--- src/rtl/data_sram_bridge.sv ---
// MEM-stage to split-transaction SRAM bridge: one outstanding access, kseg0/1 mapping, orphan-response drain.
// Latency: zero-wait access holds MEM 3 cycles (2 stalls); every bus wait cycle adds one stall via stallreq_o.
module data_sram_bridge #(
  parameter bit ADDR_MAP_EN = 1'b1
) (
  input  logic        clk,
  input  logic        rst,
  input  logic        mem_ce_i,
  input  logic        mem_we_i,
  input  logic [3:0]  mem_sel_i,
  input  logic [1:0]  mem_size_i,
  input  logic [31:0] mem_addr_i,
  input  logic [31:0] mem_wdata_i,
  input  logic        mem_except_i,
  output logic [31:0] mem_rdata_o,
  input  logic        stall_i,
  input  logic        flush_i,
  output logic        stallreq_o,
  output logic        data_req,
  output logic        data_wr,
  output logic [1:0]  data_size,
  output logic [31:0] data_addr,
  output logic [31:0] data_wdata,
  input  logic        data_addr_ok,
  input  logic        data_data_ok,
  input  logic [31:0] data_rdata
);

  typedef enum logic [2:0] {
    S_IDLE,
    S_REQ,
    S_WAIT,
    S_DONE,
    S_DRAIN
  } state_t;

  typedef struct packed {
    logic        wr;
    logic [1:0]  size;
    logic [31:0] addr;
    logic [31:0] wdata;
  } req_t;

  state_t      state_q, state_d;
  req_t        req_q, req_d;
  logic        data_req_q, data_req_d;
  logic [31:0] rbuf_q, rbuf_d;
  logic        issue;
  logic        unused_sel;

  // Byte lanes are implied by size and address on this bus.
  assign unused_sel = ^mem_sel_i;

  function automatic logic [31:0] map_addr(input logic [31:0] va);
    if (ADDR_MAP_EN && (va[31:30] == 2'b10)) begin
      return {3'b000, va[28:0]};
    end
    return va;
  endfunction

  assign issue = mem_ce_i & ~mem_except_i & ~flush_i;

  always_comb begin
    state_d     = state_q;
    req_d       = req_q;
    data_req_d  = data_req_q;
    rbuf_d      = rbuf_q;
    stallreq_o  = 1'b0;
    mem_rdata_o = rbuf_q;

    case (state_q)
      S_IDLE: begin
        stallreq_o = issue;
        if (issue) begin
          req_d.wr    = mem_we_i;
          req_d.size  = mem_size_i;
          req_d.addr  = map_addr(mem_addr_i);
          req_d.wdata = mem_wdata_i;
          data_req_d  = 1'b1;
          state_d     = S_REQ;
        end
      end
      S_REQ: begin
        stallreq_o = 1'b1;
        if (data_addr_ok) begin
          data_req_d = 1'b0;
          state_d    = flush_i ? S_DRAIN : S_WAIT;
        end else if (flush_i) begin
          // Never accepted by the slave, so the request can simply be withdrawn.
          data_req_d = 1'b0;
          state_d    = S_IDLE;
        end
      end
      S_WAIT: begin
        if (data_data_ok) begin
          mem_rdata_o = data_rdata;
          rbuf_d      = data_rdata;
          state_d     = (stall_i & ~flush_i) ? S_DONE : S_IDLE;
        end else begin
          stallreq_o = 1'b1;
          if (flush_i) begin
            state_d = S_DRAIN;
          end
        end
      end
      S_DONE: begin
        if (~stall_i | flush_i) begin
          state_d = S_IDLE;
        end
      end
      S_DRAIN: begin
        // Hold any new access off until the orphaned response has been swallowed.
        stallreq_o = mem_ce_i & ~mem_except_i;
        if (data_data_ok) begin
          state_d = S_IDLE;
        end
      end
      default: begin
        state_d    = S_IDLE;
        data_req_d = 1'b0;
      end
    endcase

    if (rst) begin
      stallreq_o  = 1'b0;
      mem_rdata_o = 32'h0;
    end
  end

  always_ff @(posedge clk) begin
    if (rst) begin
      state_q    <= S_IDLE;
      req_q      <= '0;
      data_req_q <= 1'b0;
      rbuf_q     <= 32'h0;
    end else begin
      state_q    <= state_d;
      req_q      <= req_d;
      data_req_q <= data_req_d;
      rbuf_q     <= rbuf_d;
    end
  end

  assign data_req   = data_req_q;
  assign data_wr    = req_q.wr;
  assign data_size  = req_q.size;
  assign data_addr  = req_q.addr;
  assign data_wdata = req_q.wdata;

endmodule
--- config.mk ---
export PLATFORM = sky130hd
export DESIGN_NAME = data_sram_bridge
export DESIGN_NICKNAME = d
export VERILOG_FILES = /design/src/rtl/data_sram_bridge.sv
export SDC_FILE = /design/constraint.sdc
export NUM_CORES = 1
export LEC_CHECK = 0
export CORE_MARGIN = 2
export CORE_UTILIZATION = 41
export CTS_BUF_LIST = sky130_fd_sc_hd__clkbuf_16
export CTS_CLUSTER_DIAMETER = 100
export DETAILED_ROUTE_END_ITERATION = 6
export PLACE_DENSITY = 0.87
export SLEW_MARGIN = 25
export SYNTH_ARGS = -nofsm -noshare
export SYNTH_HDL_FRONTEND = slang
export SYNTH_SLANG_ARGS = --single-unit
--- constraint.sdc ---
create_clock -name clk -period 3.05 [get_ports clk]
set_input_delay 0.4575 -clock clk [delete_from_list [all_inputs] [get_ports clk]]
set_output_delay 0.4575 -clock clk [all_outputs]
set_load 0.01 [all_outputs]
* Word-level counts from Yosys, hierarchy flattened *
Cells that the tools add are included.

storage, ports and cells
  output and inout bits = 101
  register bits = 103
  word-level logic and storage cells = 55

operators by class
  reduce and logical (&&, ||, !) cells = 5
  mux-type cells = 25
  equality and inequality tests = 10
  bitwise gates (word level) = 8

operators with widths
  cell                  number
  $mux W32              5
  $mux W3               8
  $pmux W3 S5           1
  $mux W1               8
  $eq A3 B2 Y1 const B  2
  $ne A2 B2 Y1 const B  3
  $ne A3 B3 Y1 const B  2
  $reduce_and A5 Y1     1
  $not A1 Y1            4
  $pmux W1 S4           1
  $and A1 B1 Y1         3
  $eq A3 B1 Y1 const B  1
  $eq A3 B3 Y1 const B  1
  $logic_not A3 Y1      1
  $pmux W1 S3           1
  $reduce_and A3 Y1     1
  $reduce_or A3 Y1      1
  $eq A2 B2 Y1 const B  1
  $mux W2               1
  $reduce_and A2 Y1     1
  $or A1 B1 Y1          1

* Logic depth before layout (Yosys ltp) *
Gate-level depths: netlist (run 1).

  depth in word-level cells = 6
  gate-level depth with buffers = 8
  mapped depth without buffers = 4

* Worst setup path before layout (run 1) *
OpenSTA, ideal clock, no wires.

  path kind = reg-to-output
  start = register state_q[2]
  end = output mem_rdata_o[10]
  stages on the path, launching flop included = 8
  data required time = 2592 ps
  path buffers = 3
  setup slack = 1204 ps
  arrival = 1389 ps
  cells stage by stage = dfxtp_1 -> buf_6 -> nor2_1 -> and3_1 -> clkbuf_1 -> buf_2 -> nand2_1 -> a21oi_1

between the ends
  word-level cells in the longest chain between the ends = 3

RTL lines
  item                      RTL line  RTL
  start: declaration        44        state_t state_q, state_d;
  start signal: assignment  137       state_q <= state_d;
  $eq A3 B2 Y1              71        case (state_q)
  $mux W32                  -
  $mux W32                  124       if (rst) begin
  end: declaration          15        output logic [31:0] mem_rdata_o,

No other way between the ends.

* Worst setup path after layout (run 1) *
  start = register state_q[0]
  end = output mem_rdata_o[7]

The elaborated chain is that of the path after synthesis.

==> results of run 1 <==
==> final timing paths <==
| kind | startpoint | endpoint | slack [ns] | depth (start not counted) |
|---|---|---|---|---|
| worst min-delay path | data_wdata[31] | data_wdata[31] | 0.45 | 2 |
| worst min register to register | data_wdata[31] | data_wdata[31] | 0.45 | 2 |
| worst max-delay path | state_q[0] | mem_rdata_o[7] | 0.22 | 6 |
| worst max register to register | state_q[0] | data_wdata[2] | 1.12 | 5 |
==> logic make-up (layout without fill, tap and decap cells) <==
| kind of cell | Yosys count | count (layout) |
|---|---|---|
| AOI/OAI and AO/OA | 110 | 110 |
| buffers and inverters | 38 | 231 |
| DFF | 103 | 103 |
| muxes | 1 | 1 |
| and+or+nand+nor | 226 | 226 |
==> Yosys cell counts, types with 2 or more instances <==
cell,n
clkbuf_1,19
a21oi_1,101
a31oi_1,3
nor2b_1,2
dfxtp_1,103
nor2_1,6
and3_1,2
nand2b_1,2
nand2_1,200
nand3_1,5
buf_2,14
==> metal layers <==
metal | vias to the layer above | wire length (um)
met5 | - | 0
met4 | 0 | 289
met3 | 21 | 1000
met2 | 140 | 5390
met1 | 1752 | 4210
li1 | 1929 | -
==> placed cells by master (no fill, tap or decap), types with 2 or more instances in the layout <==
cell type,synthesis,routed
a21oi_1,101,101
a31oi_1,3,3
buf_4,1,8
clkbuf_16,0,9
clkdlybuf4s50_1,0,206
clkinvlp_4,0,2
dfxtp_1,103,103
inv_1,1,2
nand2_1,200,200
nand2b_1,2,2
nand3_1,5,4
nor2_1,6,6
nor2b_1,2,2
==> flip-flops by register name, summed over array words and instances, names as in the netlist <==
register and count:
data_size 2, state_q 3, rbuf_q 32, data_wr 1
data_req 1, data_addr 32, data_wdata 32
==> area by class of cell <==
class                           count  area [um2]  area share, %
Clock buffer                        9         225           3.68
Clock inverter                      6        62.6           1.02
Inverter                            1        3.75         0.0613
Multi-Input combinational cell    337        1490           24.3
Sequential cell                   103        2060           33.7
Tap cell                          108         135           2.21
Timing Repair Buffer              215        2140           35.0
==> critical path: cells and delay by family, from the launching register on <==
kind                   cells  cell delay [ns]
buffers and inverters      2             0.83
AND/OR/NAND/NOR            3             0.59
flip-flops                 1             0.41
AO/OA/AOI/OAI              1             0.20
==> through the flow <==
| stage | hold slack [ns] | total power [W] | cell area (um2) | utilization [%] |
|---|---|---|---|---|
| after detailed placement | 0.448 | 0.00201 | 5830 | 66.6 |
| after global routing | 0.471 | 0.00324 | 6120 | 69.8 |
| after CTS | 0.456 | 0.00313 | 6120 | 69.8 |
| after global placement | 0.439 | 0.00199 | 5830 | 66.6 |
| final | 0.453 | 0.00309 | 6120 | 69.8 |
| after floorplan | 0.476 | 0.00171 | 3730 | - |
==> power groups by stage <==
| stage | clock, W | sequential, W | combinational, W |
|---|---|---|---|
| 2_1_floorplan | 0 | 0.00149 | 0.000211 |
| 3_3_place_gp | 0 | 0.00148 | 0.000513 |
| 3_5_place_dp | 0 | 0.00149 | 0.000527 |
| 4_1_cts | 0.00114 | 0.00146 | 0.000530 |
| 5_1_grt | 0.00120 | 0.00146 | 0.000573 |
| 6_report | 0.00111 | 0.00146 | 0.000525 |
==> qor.log, run 1 <==
[critical_path] ordered cell list for the critical path nor2_1, and3_1, buf_4, nand2_1, a21oi_1, clkdlybuf4s50_1
[finish] Area Overhead vs Synth 64.2%
[power] Net Sw Frac 24.5%
[logic_synthesis] warnings from Yosys 0
[sta] Final Cycle Share 92.7%
[grt] met3 capacity usage during global routing 7.80%
[grt] met1 GRT Util 23.6%
[placement] Cell Count Post-Placement 764
[logic_synthesis] commonest register cell after synthesis dfxtp_1
[power] net switching power of the design 0.000757 W
[sta] final setup margin 0.223 ns
[job] total of max-cap violations 0
[die] die boundary width 99.4 um
[cts] clock latency on the worst-skew pair 0.34 ns
[grt] antenna violations before repair 0
[sta] Final setup violation count 0
[power] register share of total power 47.0%
[die] effective utilization at floorplan 42.5%
[routing] via count 3,842
[critical_path] required time reported for the critical path endpoint 2.59 ns
[logic_synthesis] dominant combinational cell family by area after synthesis simple AND/OR/NAND/NOR gates
[sta] Fmax achieved 0.354 GHz
[critical_path] CP endpoint kind primary output
[critical_path] delay contributed by the slowest stage of the critical path 0.57 ns
[placement] pre-CTS setup slack 0.225 ns
[die] Die Footprint 9870 um2
[routing] WL per Instance 14.0 um
[critical_path] type of element launching the critical path flip-flop
[placement] PortBufs 207
[grt] vias in the first global route 3,785
[critical_path] category of the critical setup timing path flip-flop to primary output
[sta] number of pins exceeding their max-slew limit in the final report 0
[cts] Clock Pin Slew Worst Setup and Hold Paths 0.06 ns
[finish] antenna diode count 0
[cts] Post-CTS Setup Bufs 0
[grt] global route hottest layer met2
[power] Int Power 0.00234 W
[cts] H-tree levels 3
[logic_synthesis] proportion of netlist area held by the largest area contributor 55.3%
[logic_synthesis] fraction of the mapped netlist area in adder cells 0%
[routing] initial detailed-routing violation count 119
[logic_synthesis] cell types with the largest area share after synthesis dfxtp_1 (55%), nand2_1 (20%), a21oi_1 (14%)
[sta] time the worst path needs with I/O delays and setup 2.83 ns
[logic_synthesis] number of distinct library cells after synthesis 32
[power] part of the total power dissipated in combinational logic 17.0%
[hold_path] type of the worst min-delay path flip-flop to flip-flop
[logic_synthesis] async set or reset register ratio after synthesis 0%
[logic_synthesis] XOR/XNOR Fraction of Synth Area 0%
[sta] final sum of negative setup slack 0 ns
[logic_synthesis] sequential area share after synthesis 55.3%
[routing] Residual DRC 0
[run_status] result of the run finished clean
[finish] layout cells sized above 1 4.17%
[logic_synthesis] flip-flop and latch count after synthesis 103
[logic_synthesis] syn_nets 589
[cts] master cell of the clock root buffer clkbuf_16
[logic_synthesis] proportion of synthesized area in mux cells 0.302%
[grt] pin count of the biggest net entering global routing 62
[die] number of cell rows 34
[power] Cell Pwr Density 506 nW/um2
[logic_synthesis] compound-gate portion of the synthesized area 15.3%
[cts] Resize count post-CTS 0
[finish] net count reported at finish 778
[power] leakage power summed over all cells 2.10 nW
[critical_path] signal arrival time at the worst endpoint 2.37 ns
[die] height of the die 99.4 um
[sta] unrepaired setup endpoints after global routing no
[routing] Pre-Repair DR Iteration Count 4
[power] Clk network pwr share 36.0%
[critical_path] Crit Path Max Fanout 24
[cts] hold bufs inserted after CTS 0
[routing] detailed-route wire length 10,900 um
[logic_synthesis] cell taking the most area after synthesis dfxtp_1
[grt] met2 usage 38.6%
[placement] Routability Congestion 0.795
[logic_synthesis] number of cells produced by synthesis 478
[sta] final hold vios 0
[grt] final global-route overflow total 0
[sta] slew at the pin closest to its max-slew limit 0.618 ns
[finish] fill cell total of the finished layout 683
[cts] TritonCTS clock tree done
[routing] average vias per placed instance 4.93
[placement] Detailed Place HPWL 8010 um
[logic_synthesis] post-synthesis share of cell area spent on and, or, nand and nor gates 24.2%
[critical_path] crit path max-delay cell type clkdlybuf4s50_1
[routing] post-route antenna net violation count 0
[cts] number of buffers on the longest clock path 2
[power] maximum vdd drop 0.281 mV
[cts] CTS buffer count 9
[cts] # clock sinks 103
[grt] wire length of the first global-routing pass 17,400 um
[grt] Total Routing Usage GR 21.9%
[finish] non-filler instance count after layout 779
[logic_synthesis] average cell area after synthesis 7.80 um2
[logic_synthesis] netlist area before placement 3730 um2
[die] core area 8760 um2
[sta] relative slew slack 58.8%
[sta] Fin Clk Skew 0.00847 ns
[logic_synthesis] Post-synth EDFFs 0
[die] I/O pins 212
Power figures use the tool's default switching activity.
==> inputs of run 2 (changes only) <==
==> constraint.sdc (replaced) <==
create_clock -name clk -period 3.6 [get_ports clk]
set_input_delay 0.54 -clock clk [delete_from_list [all_inputs] [get_ports clk]]
set_output_delay 0.54 -clock clk [all_outputs]
set_load 0.005 [all_outputs]
==> run 2 against run 1 <==
Compared with the run above:
- combinational power shrank 19%
- clock-buffer cell count is the same
- final cell count shrank 0.26%
- worst setup slack gained 0.16 ns
- non-clock buffer count shrank 3
- largest cell class unchanged
- clock skew grew 0.0023 ns
- critical path depth is the same
- clock power shrank 14%
- highest routed layer unchanged
- sequential power shrank 16%
==> qor.log, run 2 (same netlist as run 1, synthesis figures left out) <==
[run_status] result of the run finished clean
[routing] via count 3,831
[routing] Residual DRC 0
[grt] wire length of the first global-routing pass 17,100 um
[routing] M1 WL 4270 um
[critical_path] CP endpoint kind primary output
[cts] H-tree levels 3
[power] Cell Pwr Density 426 nW/um2
[critical_path] type of element launching the critical path input port
[routing] initial detailed-routing violation count 153
[critical_path] Crit Path Max Fanout 24
[die] effective utilization at floorplan 42.5%
[sta] slew at the pin closest to its max-slew limit 0.637 ns
[routing] sum of met3 wire segment lengths after detailed routing 1010 um
[die] I/O pins 212
[grt] Total Routing Usage GR 21.3%
[finish] net count reported at finish 775
[sta] Fmax achieved 0.311 GHz
[placement] Detailed Place HPWL 7810 um
[sta] final hold vios 0
[critical_path] crit path max-delay cell type clkdlybuf4s50_1
[grt] vias in the first global route 3,650
[power] maximum vdd drop 0.262 mV
[sta] Final Cycle Share 89.4%
[placement] Routability Congestion 0.759
[critical_path] delay contributed by the slowest stage of the critical path 0.57 ns
[cts] hold bufs inserted after CTS 0
[cts] number of buffers on the longest clock path 2
[die] core area 8760 um2
[routing] WL per Instance 13.9 um
[sta] final sum of negative setup slack 0 ns
[cts] TritonCTS clock tree done
[cts] CTS buffer count 9
[finish] antenna diode count 0
[cts] clock latency on the worst-skew pair 0.33 ns
[finish] final core occ 69.9%
[finish] fill cell total of the finished layout 683
[routing] Pre-Repair DR Iteration Count 4
[routing] Detail Route met2 WL 5380 um
[cts] Resize count post-CTS 0
[power] Final Power 0.00261 W
[sta] relative slew slack 57.5%
[sta] number of pins exceeding their max-slew limit in the final report 0
[finish] layout cells sized above 1 3.74%
[sta] final setup margin 0.383 ns
[critical_path] CP Launch Point data_data_ok
[critical_path] Crit Reg-Reg Startpoint state_q[0]
[critical_path] signal arrival time at the worst endpoint 2.68 ns
[finish] leading cell types in the layout, fill and taps excluded clkdlybuf4s50_1 (206), nand2_1 (200), dfxtp_1 (103)
[finish] most common library cell in the layout ignoring fill and taps clkdlybuf4s50_1
[routing] uppermost signal routing layer after detailed routing met4
[grt] antenna violations before repair 0
[critical_path] category of the critical setup timing path input port to primary output
[routing] average vias per placed instance 4.93
[cts] Clock Pin Slew Worst Setup and Hold Paths 0.06 ns
[critical_path] required time reported for the critical path endpoint 3.06 ns
[die] die boundary width 99.4 um
[sta] final-layout worst hold slack 0.452 ns
[die] Die Footprint 9870 um2
[finish] Area Overhead vs Synth 64.3%
[placement] PortBufs 207
[power] leakage power summed over all cells 2.10 nW
[hold_path] Hold Path Origin data_size[1]
[routing] detailed-route wire length 10,800 um
[cts] master cell of the clock root buffer clkbuf_16
[hold_path] type of the worst min-delay path flip-flop to flip-flop
[critical_path] ordered cell list for the critical path clkdlybuf4s50_1, and3_1, buf_4, nand2_1, a21oi_1, clkdlybuf4s50_1
[placement] pre-CTS setup slack 0.389 ns
[cts] # clock sinks 103
[sta] time the worst path needs with I/O delays and setup 3.22 ns
[job] total of max-cap violations 0
[grt] pin count of the biggest net entering global routing 64
[sta] Fin Clk Skew 0.0108 ns
[sta] unrepaired setup endpoints after global routing no
[die] height of the die 99.4 um
[grt] final global-route overflow total 0
[critical_path] most used cell, CP clkdlybuf4s50_1
[die] number of cell rows 34
[sta] Final setup violation count 0
[routing] post-route antenna net violation count 0
[cts] Post-CTS Setup Bufs 0
==> run 2: cell types whose count changed in the layout (fill, tap and decap cells not counted) <==
cell	delta
buf_12	+2
buf_4	-5
clkinv_4	+1
inv_1	+1
inv_6	-1
==> run 2: path summary, 6_finish.rpt <==
check / endpoint / slack (ns) / cells after the start
worst max-delay path: mem_rdata_o[2] / 0.38 / 6
worst min-delay path: data_size[1] / 0.45 / 2
worst max register to register: data_addr[29] / 1.66 / 5
worst min register to register: data_size[1] / 0.45 / 2
==> run 2: routing by layer <==
| layer | global-route usage, % | vias to the layer above |
|---|---|---|
| met3 | 7.45 | 15 |
| met5 | 0 | - |
| met2 | 35.6 | 159 |
| met4 | 6.74 | 0 |
| li1 | - | 1912 |
| met1 | 25.8 | 1745 |
==> run 2: metrics by stage <==
stage,cells,instance area (um2)
global route,777,6130
global placement,761,5840
finish,777,6130
detailed placement,761,5840
floorplan,478,3730
CTS,777,6130
==> run 2: report_power, final <==
part	switching, W	total [W]	internal [W]
sequential	0.0000386	0.00123	0.00120
clock	0.000416	0.000950	0.000534
combinational	0.000175	0.000427	0.000252
total	0.000629	0.00261	0.00198
==> run 2: area by class of cell <==
class	count	area, um2	area share [%]
timing repair buffer	212	2140	35.0
sequential	103	2060	33.7
multi-input combinational	337	1490	24.3
clock buffer	9	225	3.68
tap	108	135	2.21
clock inverter	7	66.3	1.08
inverter	1	3.75	0.0613
==> run 2: critical path: cells and delay by family <==
family / cells / cell delay [ns]
buffers and inverters: 3 / 1.46
AND/OR/NAND/NOR: 2 / 0.49
AO/OA/AOI/OAI: 1 / 0.18
